File: config.mk
export PLATFORM = sky130hd
export DESIGN_NAME = log_lut_loader_flat
export DESIGN_NICKNAME = d
export VERILOG_FILES = /design/src/rtl/log_lut_pkg.sv /design/src/rtl/log_lut_loader_if.sv /design/src/rtl/log_lut_loader.sv /design/src/flat_wrapper.sv
export SDC_FILE = /design/constraint.sdc
export NUM_CORES = 1
export LEC_CHECK = 0
export ABC_AREA = 0
export CAP_MARGIN = 20
export CORE_MARGIN = 3
export CORE_UTILIZATION = 44
export DETAILED_ROUTE_END_ITERATION = 8
export PLACE_DENSITY_LB_ADDON = 0.2
export SYNTH_ARGS = -nofsm -noshare
export SYNTH_HDL_FRONTEND = slang
export SYNTH_SLANG_ARGS = --single-unit
File: constraint.sdc
create_clock -name clk -period 3.3 [get_ports clk]
set_input_delay 0.66 -clock clk [delete_from_list [all_inputs] [get_ports clk]]
set_output_delay 0.66 -clock clk [all_outputs]
set_load 0.02 [all_outputs]
File: src/rtl/log_lut_pkg.sv
// rtl/log_lut_pkg.sv - register map, control bits and state type for the log LUT loader
package log_lut_pkg;

  // Slot register offsets
  localparam logic [4:0] REG_CTRL       = 5'd0;
  localparam logic [4:0] REG_STATUS     = 5'd0;
  localparam logic [4:0] REG_PTR        = 5'd1;
  localparam logic [4:0] REG_DATA       = 5'd2;
  localparam logic [4:0] REG_FILL_COUNT = 5'd3;
  localparam logic [4:0] REG_FILL_VALUE = 5'd4;

  // CTRL write bits
  localparam int CTRL_START_BIT = 0;
  localparam int CTRL_ABORT_BIT = 1;

  // STATUS read bits
  localparam int STATUS_BUSY_BIT = 0;
  localparam int STATUS_DONE_BIT = 1;

  typedef enum logic {
    IDLE = 1'b0,
    FILL = 1'b1
  } state_t;

endpackage

File: src/rtl/log_lut_loader_if.sv
// rtl/log_lut_loader_if.sv - MMIO slot bus between the slot decoder and the LUT loader
interface log_lut_loader_if;

  logic        cs;
  logic        read;
  logic        write;
  logic [4:0]  addr;
  logic [31:0] wr_data;
  logic [31:0] rd_data;

  modport master (
    output cs, read, write, addr, wr_data,
    input  rd_data
  );

  modport slave (
    input  cs, read, write, addr, wr_data,
    output rd_data
  );

endinterface

File: src/rtl/log_lut_loader.sv
// rtl/log_lut_loader.sv - MMIO-driven writer for the log LUT RAM with single-entry and fill modes
module log_lut_loader
  import log_lut_pkg::*;
#(
  parameter int ADDR_WIDTH = 10,
  parameter int DATA_WIDTH = 2
) (
  input  logic                  clk,
  input  logic                  reset_n,
  log_lut_loader_if.slave       bus,
  output logic                  lut_we,
  output logic [ADDR_WIDTH-1:0] lut_addr_w,
  output logic [DATA_WIDTH-1:0] lut_din
);

  // A count of exactly the table depth rewrites every entry once
  localparam logic [ADDR_WIDTH:0] FULL_COUNT = {1'b1, {ADDR_WIDTH{1'b0}}};

  state_t                state;
  logic [ADDR_WIDTH-1:0] ptr;
  logic [ADDR_WIDTH:0]   fill_count;
  logic [ADDR_WIDTH:0]   remaining;
  logic [DATA_WIDTH-1:0] fill_value;
  logic                  done;

  logic                  busy;
  logic                  wr_en;
  logic                  ctrl_wr;
  logic                  abort_req;
  logic                  start_req;
  logic [ADDR_WIDTH:0]   count_in;
  logic                  unused_slot;

  assign busy      = (state == FILL);
  assign wr_en     = bus.cs && bus.write;
  assign ctrl_wr   = wr_en && (bus.addr == REG_CTRL);
  assign abort_req = ctrl_wr && bus.wr_data[CTRL_ABORT_BIT];
  // Abort in the same CTRL write suppresses the start
  assign start_req = ctrl_wr && bus.wr_data[CTRL_START_BIT] && !bus.wr_data[CTRL_ABORT_BIT];

  // Reads have no side effects and the upper data bits carry nothing for this table
  assign unused_slot = ^{bus.read, bus.wr_data[31:ADDR_WIDTH+1]};

  // Fill count arrives as ADDR_WIDTH+1 bits and never exceeds the table depth
  always_comb begin
    count_in = bus.wr_data[ADDR_WIDTH:0];
    if (count_in > FULL_COUNT) begin
      count_in = FULL_COUNT;
    end
  end

  // Slot read mux; reads are purely combinational on addr
  always_comb begin
    bus.rd_data = '0;
    case (bus.addr)
      REG_STATUS:     bus.rd_data = 32'({done, busy});
      REG_PTR:        bus.rd_data = 32'(ptr);
      REG_FILL_COUNT: bus.rd_data = 32'(fill_count);
      REG_FILL_VALUE: bus.rd_data = 32'(fill_value);
      default:        bus.rd_data = '0;
    endcase
  end

  // Slot register file, fill FSM and registered LUT write port
  always_ff @(posedge clk or negedge reset_n) begin
    if (!reset_n) begin
      state      <= IDLE;
      ptr        <= '0;
      fill_count <= '0;
      fill_value <= '0;
      remaining  <= '0;
      done       <= 1'b0;
      lut_we     <= 1'b0;
      lut_addr_w <= '0;
      lut_din    <= '0;
    end else begin
      lut_we <= 1'b0;
      case (state)
        IDLE: begin
          if (wr_en) begin
            case (bus.addr)
              REG_CTRL: begin
                if (start_req) begin
                  // A zero-length fill completes immediately without touching the LUT
                  done <= (fill_count == '0);
                  if (fill_count != '0) begin
                    // First entry is issued on the start edge, so remaining
                    // counts the writes still owed after this one
                    state      <= FILL;
                    lut_we     <= 1'b1;
                    lut_addr_w <= ptr;
                    lut_din    <= fill_value;
                    ptr        <= ptr + 1'b1;
                    remaining  <= fill_count - 1'b1;
                  end
                end
              end
              REG_PTR:        ptr        <= bus.wr_data[ADDR_WIDTH-1:0];
              REG_DATA: begin
                lut_we     <= 1'b1;
                lut_addr_w <= ptr;
                lut_din    <= bus.wr_data[DATA_WIDTH-1:0];
                ptr        <= ptr + 1'b1;
              end
              REG_FILL_COUNT: fill_count <= count_in;
              REG_FILL_VALUE: fill_value <= bus.wr_data[DATA_WIDTH-1:0];
              default: ;
            endcase
          end
        end
        FILL: begin
          if (abort_req) begin
            // Abort leaves done clear and ptr at the next unwritten entry
            state <= IDLE;
          end else if (remaining == '0) begin
            state <= IDLE;
            done  <= 1'b1;
          end else begin
            lut_we     <= 1'b1;
            lut_addr_w <= ptr;
            lut_din    <= fill_value;
            ptr        <= ptr + 1'b1;
            remaining  <= remaining - 1'b1;
          end
        end
        default: state <= IDLE;
      endcase
    end
  end

endmodule

File: src/flat_wrapper.sv
// flat-port wrapper written by rule: the top's interface ports become plain ports
module log_lut_loader_flat import log_lut_pkg::*;
#(
  parameter int ADDR_WIDTH = 10,
  parameter int DATA_WIDTH = 2
)
  (clk, reset_n, lut_we, lut_addr_w, lut_din, bus_cs, bus_read, bus_write, bus_addr, bus_wr_data, bus_rd_data);
  log_lut_loader_if bus_i ();
  input  logic clk;
  input  logic reset_n;
  output logic lut_we;
  output logic [ADDR_WIDTH-1:0] lut_addr_w;
  output logic [DATA_WIDTH-1:0] lut_din;
  input wire logic [$bits(bus_i.cs)-1:0] bus_cs;
  input wire logic [$bits(bus_i.read)-1:0] bus_read;
  input wire logic [$bits(bus_i.write)-1:0] bus_write;
  input wire logic [$bits(bus_i.addr)-1:0] bus_addr;
  input wire logic [$bits(bus_i.wr_data)-1:0] bus_wr_data;
  output wire logic [$bits(bus_i.rd_data)-1:0] bus_rd_data;
  assign bus_i.cs = bus_cs;
  assign bus_i.read = bus_read;
  assign bus_i.write = bus_write;
  assign bus_i.addr = bus_addr;
  assign bus_i.wr_data = bus_wr_data;
  assign bus_rd_data = bus_i.rd_data;
  log_lut_loader #(.ADDR_WIDTH(ADDR_WIDTH), .DATA_WIDTH(DATA_WIDTH)) u_core (.clk(clk), .reset_n(reset_n), .bus(bus_i), .lut_we(lut_we), .lut_addr_w(lut_addr_w), .lut_din(lut_din));
endmodule
==> impl_metrics.tcl <==
set metrics [dict create \
    status "completed" \
    yosys_warnings 0 \
    route.vias.total 2801 \
    setup-tns-final_ns 0 \
    clock-sinks 49 \
    synth_area_per_cell_um2 9.29 \
    grt_max_degree 34 \
    slew_headroom_pct 49.8 \
    grt_antenna_before_repair 0 \
    syn_inst 348 \
    vias_per_cell 5.73 \
    crit_path_cell_trace "clkdlybuf4s50_1 -> nor3_1 -> buf_4 -> and3_1 -> buf_12 -> a221o_1 -> dlymetal6s2s_1" \
    worst_pin_slew_ns 0.753 \
    num_io_pins 87 \
    synth.distinct_cells 58 \
    dieArea_um2 8410 \
    gp_congestion 0.843 \
    drc 0 \
    cap_violations 0 \
    port_buffers 43 \
    crit_fanout 11 \
    drv_slew 0 \
    synth-seq-area-share_pct 37.9 \
    setup_viol 0 \
    multiInputGateArea_um2 1800 \
    place_inst 481 \
    stdcell_count 489 \
    ir_drop_v 0.000215 \
    start_util_pct 46.6 \
    setup_ws_ns 0.379 \
    criticalPathCategory "in -> out" \
    max_stage_delay_ns 0.50 \
    path_buf_inv 4 \
    h-tree-depth 2 \
    routed_wl_um 8170 \
    coreArea_um2 6940 \
    avgRoutedWirePerCell_um 16.7 \
    area_growth_pct 19.3 \
    clock_path_buffers 2 \
    p_leak_nw 1.85 \
    track_usage_pct 19.5 \
    startpoint_type "primary input" \
    min_path_type "in -> async" \
    worstPathArrival_ns 2.26 \
    fin_nets 436 \
    hold_violations 0 \
    drt_iter0_markers 191 \
    critical-path-top-delay-family "buffers and inverters" \
    async_reset_ff_share_pct 100 \
    dr.pass1.iters 4 \
    drive_above_1_share_pct 13.0 \
    design_area_um2 3860 \
    fillers 620 \
    chipWidth_um 91.7 \
    slowest_stage "clkdlybuf4s50_1" \
    dieHeight_um 91.7 \
    pre_cts_ws_ns 0.0270 \
    ys.flop_type "dfrtp_1" \
    dpl.hpwl_um 5900 \
    clk_pin_slew_ns 0.09 \
    fmax_mhz 342 \
    cts_tree "built" \
    grt_pass1_wl_um 13500 \
    insertion_delay_ns 0.31 \
    hold_ws_ns 0.408 \
    yosys_register_bits 49 \
    seqCellArea_um2 1230 \
    placed_area_um2 3720 \
    power_density_nw_per_um2 430 \
    num_antenna_cells 0 \
    fin_skew_ns 0.00359 \
    syn_area_um2 3230 \
    placementRows 30 \
    cts_root_buffer "clkbuf_8" \
    fin_crit_ns 2.92 \
    synth_edf_count 0 \
    grt_setup_unrepaired "no" \
    grt_pass1_vias 2740 \
    worstPathRequired_ns 2.64 \
    numCtsBuffers 5 \
    end_kind "output port" \
    overflow 0 \
    drtAntennaViolNets 0 \
    finalCritPeriodShare_pct 88.5 \
]
[layout make-up]
cell class / instances / area share, %
clock inverters: 2 / 1.01
repair buffers: 59 / 15.2
well taps: 96 / 3.11
multi-input cells: 273 / 46.6
clock buffers: 6 / 1.88
flip-flops and latches: 49 / 31.8
inverters: 4 / 0.389
[cell usage in the layout (no fill, tap or decap), drive strengths merged, types with 9 or more instances in the layout]
cell type | netlist | routed
a21oi | 9 | 9
mux2i | 12 | 12
clkdlybuf4s50 | 0 | 31
nand2b | 13 | 13
nand2 | 28 | 28
dfrtp | 49 | 49
mux2 | 19 | 19
dlymetal6s2s | 0 | 11
nor3 | 15 | 15
nor2 | 29 | 29
o21ai | 19 | 19
conb | 1 | 21
a211oi | 9 | 9
nand3 | 10 | 10
buf | 29 | 17
[power by group]
group	switching (mW)	total [mW]	leakage [nW]	internal, mW
Sequential	0.0875	0.753	0.640	0.666
Clock	0.215	0.443	0.0554	0.228
Combinational	0.240	0.464	1.15	0.224
[kinds of logic after synthesis]
group	synth area share [%]
xor+xnor	0.271
simple gates	22.0
fa+ha+maj	0.774
flops	37.9
buf+inv	8.75
compound gates	18.8
other cells	0.116
mux	11.4
[final timing paths]
path,start,cells after the start,endpoint,slack (ns)
setup / recovery,bus_addr[3],7,bus_rd_data[1],0.38
hold / removal,reset_n,1,u_core.remaining[6]$_DFFE_PN0P_,0.41
setup reg to reg,u_core.busy$_DFF_PN0_,7,u_core.remaining[6]$_DFFE_PN0P_,0.72
hold reg to reg,u_core.lut_addr_w[9]$_DFFE_PN0P_,1,u_core.lut_addr_w[9]$_DFFE_PN0P_,0.52
max in group asynchronous,reset_n,2,u_core.ptr[6]$_DFFE_PN0P_,2.26
min in group clk,u_core.lut_addr_w[9]$_DFFE_PN0P_,1,u_core.lut_addr_w[9]$_DFFE_PN0P_,0.52
[cell usage after synthesis, types with 2 or more instances]
master	instances	area share [%]
a2bb2oi_1	7	1.9
and3_1	3	0.58
or3_1	7	1.4
buf_1	3	0.35
nand3_1	10	1.5
nand2_1	28	3.3
mux2_2	10	3.5
o21a_1	2	0.46
nor3_1	15	2.3
or4_1	6	1.4
o31a_1	2	0.54
mux2_4	9	4.2
nor2_1	29	3.4
inv_1	4	0.46
clkbuf_1	13	1.5
ha_1	2	0.77
nand4_1	6	1.2
a22o_1	8	2.2
o21ai_0	19	2.9
dfrtp_1	49	38
buf_4	21	4.9
nand2b_1	13	2.5
buf_6	4	1.4
or4b_2	2	0.62
o22ai_1	8	1.5
a31oi_1	2	0.39
and2_1	2	0.39
a221oi_1	3	0.81
a21oi_1	9	1.4
nor4_1	3	0.58
a211oi_1	9	2.1
mux2i_1	12	3.7
a221o_1	3	0.93
[per-layer routing]
metal	up-vias	track usage [%]	share of wire, %
li1	1338	-	-
met1	1390	26.4	44
met2	65	33.6	51
met3	8	2.54	4.3
met4	0	3.84	0.92
met5	-	0	0
[through the flow]
| step | utilization (%) | power, mW |
|---|---|---|
| 6_report | 55.5 | 1.66 |
| 5_1_grt | 55.5 | 1.76 |
| 4_1_cts | 55.2 | 1.67 |
| 3_5_place_dp | 53.5 | 1.23 |
| 3_3_place_gp | 53.5 | 1.21 |
| 2_1_floorplan | - | 1.08 |
[flip-flops by register name, summed over array words and instances, names as in the netlist]
name and cells:
u_core.busy 1, u_core.done 1, u_core.fill_count 11, u_core.fill_value 2
u_core.lut_addr_w 10, u_core.lut_din 2, u_core.lut_we 1, u_core.ptr 10
u_core.remaining 11
[timing repair]
action                                  CTS  global route
resized for setup                         0            11
setup buffers                             0             0
hold buffers                              0             0
endpoints found under the setup margin    0            11
(Power assumes the default switching activity.)
